File: src/rtl/dmem_arbiter_pkg.sv
// dmem_arbiter_pkg: shared state encoding, requester IDs and defaults for dmem_arbiter.
package dmem_arbiter_pkg;
    typedef enum logic {IDLE = 1'b0, LOCK = 1'b1} arb_state_t;
    typedef enum logic {ID_CPU = 1'b0, ID_DMA = 1'b1} req_id_t;
    localparam int ADDR_W_DEFAULT = 14;
    localparam int MAX_BURST_DEFAULT = 16;
    localparam int BURST_CNT_W = 8;
    localparam logic [3:0] WEA_NONE = 4'b0000;
    function automatic logic is_read(input logic [3:0] wea);
        return wea == WEA_NONE;
    endfunction
endpackage

File: src/rtl/dmem_arbiter_arb_rr2.sv
// arb_rr2: two-way round-robin pick; on contention the requester not granted last wins.
module arb_rr2 import dmem_arbiter_pkg::*; (
    input  logic    clk,
    input  logic    rst,
    input  logic    cpu_req,
    input  logic    dma_req,
    input  logic    gnt,
    input  req_id_t gnt_id,
    output req_id_t pick
);
    req_id_t last_gnt;
    always_ff @(posedge clk) begin
        if (!rst) last_gnt <= ID_DMA;
        else if (gnt) last_gnt <= gnt_id;
    end
    always_comb begin
        pick = (cpu_req && dma_req) ? (last_gnt == ID_CPU ? ID_DMA : ID_CPU)
                                    : (dma_req ? ID_DMA : ID_CPU);
    end
endmodule

File: src/rtl/dmem_arbiter.sv
// dmem_arbiter: CPU/DMA arbiter for one shared data BRAM port with DMA burst locking.
// DMEM_ARB_BURST_LIMIT_EN bounds a locked burst to MAX_BURST grants while the CPU waits.
module dmem_arbiter import dmem_arbiter_pkg::*; #(
    parameter int ADDR_W    = ADDR_W_DEFAULT,
    parameter int MAX_BURST = MAX_BURST_DEFAULT
) (
    input  logic              clk,
    input  logic              rst,
    input  logic              cpu_req,
    input  logic [ADDR_W-1:0] cpu_adr,
    input  logic [31:0]       cpu_wdata,
    input  logic [3:0]        cpu_wea,
    output logic              cpu_gnt,
    output logic              cpu_stall,
    output logic              cpu_rvalid,
    input  logic              dma_req,
    input  logic [ADDR_W-1:0] dma_adr,
    input  logic [31:0]       dma_wdata,
    input  logic [3:0]        dma_wea,
    input  logic              dma_lock,
    output logic              dma_gnt,
    output logic              dma_rvalid,
    output logic [ADDR_W-1:0] mem_adr,
    output logic [31:0]       mem_din,
    output logic [3:0]        mem_wea,
    input  logic [31:0]       mem_dout
);
    if (MAX_BURST < 1 || MAX_BURST > 255) begin : g_bad_max_burst
        $error("MAX_BURST out of range 1..255");
    end

    arb_state_t state, state_nx;
    req_id_t    pick;
    logic       burst_hit;

`ifdef DMEM_ARB_BURST_LIMIT_EN
    logic [BURST_CNT_W-1:0] burst_cnt;
    assign burst_hit = burst_cnt == BURST_CNT_W'(MAX_BURST);
    // saturates so an idle CPU never lets the count wrap past the limit
    always_ff @(posedge clk) begin
        if (!rst) burst_cnt <= '0;
        else if (dma_gnt) burst_cnt <= state == IDLE ? BURST_CNT_W'(1) : (burst_hit ? burst_cnt : burst_cnt + 1'b1);
    end
`else
    assign burst_hit = 1'b0;
`endif

    arb_rr2 u_rr (
        .clk    (clk),
        .rst    (rst),
        .cpu_req(cpu_req),
        .dma_req(dma_req),
        .gnt    (cpu_gnt | dma_gnt),
        .gnt_id (dma_gnt ? ID_DMA : ID_CPU),
        .pick   (pick)
    );

    always_ff @(posedge clk) begin
        if (!rst) state <= IDLE;
        else state <= state_nx;
    end

    always_comb begin
        state_nx = state;
        cpu_gnt  = 1'b0;
        dma_gnt  = 1'b0;
        if (rst) begin
            if (state == IDLE) begin
                cpu_gnt = cpu_req && pick == ID_CPU;
                dma_gnt = dma_req && pick == ID_DMA;
                if (dma_gnt && dma_lock) state_nx = LOCK;
            end else if (burst_hit && cpu_req) begin
                cpu_gnt  = 1'b1;
                state_nx = IDLE;
            end else begin
                dma_gnt = dma_req;
                if (!dma_lock || (!dma_req && cpu_req)) state_nx = IDLE;
            end
        end
    end

    assign cpu_stall = cpu_req & ~cpu_gnt;
    assign mem_adr   = dma_gnt ? dma_adr : cpu_adr;
    assign mem_din   = dma_gnt ? dma_wdata : cpu_wdata;
    assign mem_wea   = cpu_gnt ? cpu_wea : (dma_gnt ? dma_wea : WEA_NONE);

    always_ff @(posedge clk) begin
        if (!rst) begin
            cpu_rvalid <= 1'b0;
            dma_rvalid <= 1'b0;
        end else begin
            cpu_rvalid <= cpu_gnt && is_read(cpu_wea);
            dma_rvalid <= dma_gnt && is_read(dma_wea);
        end
    end
endmodule

File: config.mk
export PLATFORM = sky130hd
export DESIGN_NAME = dmem_arbiter
export DESIGN_NICKNAME = d
export VERILOG_FILES = /design/src/rtl/dmem_arbiter_pkg.sv /design/src/rtl/dmem_arbiter_arb_rr2.sv /design/src/rtl/dmem_arbiter.sv
export SDC_FILE = /design/constraint.sdc
export NUM_CORES = 1
export LEC_CHECK = 0
export ABC_AREA = 1
export CAP_MARGIN = 20
export CORE_ASPECT_RATIO = 0.5
export CORE_MARGIN = 2
export CORE_UTILIZATION = 22
export DETAILED_ROUTE_END_ITERATION = 16
export PLACE_DENSITY = 0.88
export REMOVE_ABC_BUFFERS = 1
export SKIP_LAST_GASP = 1
export SYNTH_ARGS = -nofsm -noshare
export SYNTH_HDL_FRONTEND = slang
export SYNTH_HIERARCHICAL = 1
export SYNTH_SLANG_ARGS = --single-unit
File: constraint.sdc
create_clock -name clk -period 2.7 [get_ports clk]
set_input_delay 0.27 -clock clk [delete_from_list [all_inputs] [get_ports clk]]
set_output_delay 0.27 -clock clk [all_outputs]
set_load 0.05 [all_outputs]
==> results of run 1 <==
## stage by stage
stage          hold slack [ns]  utilization [%]  instances
2_1_floorplan            0.354                -        182
3_3_place_gp             0.472             57.5        404
3_5_place_dp             0.479             57.5        404
4_1_cts                  0.488             58.4        407
5_1_grt                  0.523             58.4        407
6_report                 0.485             58.4        407
## cells by family after synthesis
| logic type | Yosys count | synth area share [%] |
|---|---|---|
| DFF | 4 | 7.86 |
| and+or+nand+nor | 170 | 77.0 |
| buffers and inverters | 28 | 13.5 |
| AOI/OAI and AO/OA | 2 | 1.60 |
## state kept, by name (all words and copies together) (netlist names)
name           count
cpu_rvalid         1
dma_rvalid         1
state              1
u_rr/last_gnt      1
## worst max-delay path, stage by stage
cell,delay (ns)
sky130_fd_sc_hd__clkdlybuf4s50_1,0.53
sky130_fd_sc_hd__a21boi_2,0.21
sky130_fd_sc_hd__inv_1,0.06
sky130_fd_sc_hd__nand2_2,0.23
sky130_fd_sc_hd__buf_4,0.30
sky130_fd_sc_hd__nand4_1,0.14
sky130_fd_sc_hd__nand2_1,0.11
sky130_fd_sc_hd__buf_4,0.19
## final timing paths
check                              startpoint       endpoint  depth (start not counted)
worst max-delay path                  cpu_req     mem_adr[4]                          8
worst max register to register  u_rr/last_gnt  u_rr/last_gnt                          9
worst min-delay path            u_rr/last_gnt  u_rr/last_gnt                          2
worst min register to register  u_rr/last_gnt  u_rr/last_gnt                          2
## cell type report
| type | count | area, µm² | area share [%] |
|---|---|---|---|
| clock buffer | 3 | 41.3 | 1.60 |
| inverter | 6 | 22.5 | 0.871 |
| multi-input combinational | 172 | 801 | 31.0 |
| sequential | 4 | 80.1 | 3.10 |
| tap | 57 | 71.3 | 2.76 |
| timing repair buffer | 165 | 1570 | 60.7 |
## cell usage after synthesis
| master | number |
|---|---|
| sky130_fd_sc_hd__nand2_1 | 104 |
| sky130_fd_sc_hd__buf_6 | 2 |
| sky130_fd_sc_hd__clkbuf_1 | 5 |
| sky130_fd_sc_hd__nand3_2 | 1 |
| sky130_fd_sc_hd__a21boi_2 | 1 |
| sky130_fd_sc_hd__nand3_1 | 2 |
| sky130_fd_sc_hd__nand2_2 | 1 |
| sky130_fd_sc_hd__a21oi_1 | 1 |
| sky130_fd_sc_hd__buf_2 | 14 |
| sky130_fd_sc_hd__buf_1 | 1 |
| sky130_fd_sc_hd__nor2_1 | 8 |
| sky130_fd_sc_hd__inv_2 | 1 |
| sky130_fd_sc_hd__dfxtp_1 | 4 |
| sky130_fd_sc_hd__inv_1 | 5 |
| sky130_fd_sc_hd__nand4_1 | 54 |
## layer usage
layer  vias to the layer above  part of all wire, %  global-route usage (%)
met5                         -                    0                       0
li1                        991                    -                       -
met4                         0                  2.2                    7.76
met2                        56                   55                    37.9
met1                       865                   41                    23.2
met3                        12                  2.5                    2.42
## report_power, final
part           total (mW)  internal [mW]  switching [mW]
Clock               0.122         0.0947          0.0275
Combinational       0.624          0.257           0.367
Sequential         0.0630         0.0616         0.00137
Total               0.809          0.413           0.396
==> run metrics, run 1 <==
max_cap viols 0; maximum vdd drop 125 µV; commonest non-fill, non-tap cells in the layout sky130_fd_sc_hd__nand2_1, sky130_fd_sc_hd__clkdlybuf4s50_1, sky130_fd_sc_hd__nand4_1; setup total negative slack 0 ns; biggest area contributors in the synthesized netlist sky130_fd_sc_hd__nand2_1, sky130_fd_sc_hd__nand4_1, sky130_fd_sc_hd__dfxtp_1; Area Overhead vs Synth 154%; flop-to-flop setup slack 1.20 ns; DRC 0; number of iterations in the first detailed-routing pass 4; Placement Cell Area 2540 µm²; Via Count 1,924; Final min period 2.34 ns; Max transition margin 63.2%; path type of the worst min-delay path flip-flop to flip-flop; Sinks on Clock Net 4; standard-cell row count 17; vertical die dimension 52.1 µm; CP arrival 2.07 ns; fraction of the yosys area taken by sequential cells 7.86%; timing-limited maximum frequency 427 MHz; Crit Path Class input pin to output port; cts repair resizes 0; core region area 4420 µm²; CTS tree yes; Skew-Pair Late Insertion Delay 0.21 ns; root buffer cell sky130_fd_sc_hd__clkbuf_8; post-route cell area 2580 µm²; leftover overflow at the end of global routing 0; share of the synthesized area in the top cell type 38.3%; Cell Area, Synth 1020 µm²; count of hold-fix buffers inserted at cts 0; top-level I/O count 192; Yosys reg bits 4; critical path fanouts, max 20; number of buffers on the longest clock path 2; count of different cell masters after synthesis 15; width of the chip 100 µm; starting density of the core 23.0%; Routed wire per std cell 13.9 µm; data required time at the worst endpoint 2.43 ns; average size of a mapped cell 4.99 µm²; cell taking the most area after synthesis sky130_fd_sc_hd__nand2_1; result of the run complete, no violations; initial antenna violation count 0; area enclosed by the die boundary 5220 µm²; number of fill cells 397; final hold violation count 0; first-pass GRT wire length 8440 µm; Worst Setup Slack, final 0.357 ns; setup repair after global routing missed its margin false; vias in the first global route 1,793; final wirelength 5660 µm; leakage power summed over all cells 1.27 nW; Inserted Clock Buffers 3; Net count, final 489; CTS HTree Levels 1; total design power 0.809 mW; critical path launch point type input pin; worst-margin pin slew 0.551 ns; worst clock skew on the final layout 0.00231 ns; Synthesis Warnings 6; gate count of the mapped netlist 204; Antenna Violating Nets Remaining 0; Post-CTS Setup Inserts 0; final weighted congestion in routability-driven placement 0.945; Tcrit/Tclk final 86.8%; fraction of layout instances using a drive strength above 1 19.4%; I/O Buffers 159; Final setup violation count 0; Clock transition at path regs 0.03 ns; number of antenna diodes 0; DR iter-0 viols 86; HPWL after detailed placement 4490 µm; GRT Total Usage 20.0%; maximum number of pins on one net before global-route repair 53; category of the worst setup path capture point output port; total count of max-transition violations in the final report 0; pwr/cell area 313 nW/µm²; worst slack, placed 0.392 ns; mean number of vias per cell 4.73
No activity file was read; power rests on OpenSTA's default activity.
==> run 2: changes to the inputs <==
- CTS_CLUSTER_SIZE: not set -> 28
==> results of run 2 <==
Same layout as run 1: the final DEF is identical, and so are final timing and power.
==> run 3: changes to the inputs <==
- SLEW_MARGIN: not set -> 20
==> results of run 3 <==
Same layout as run 1: the final DEF is identical, and so are final timing and power.
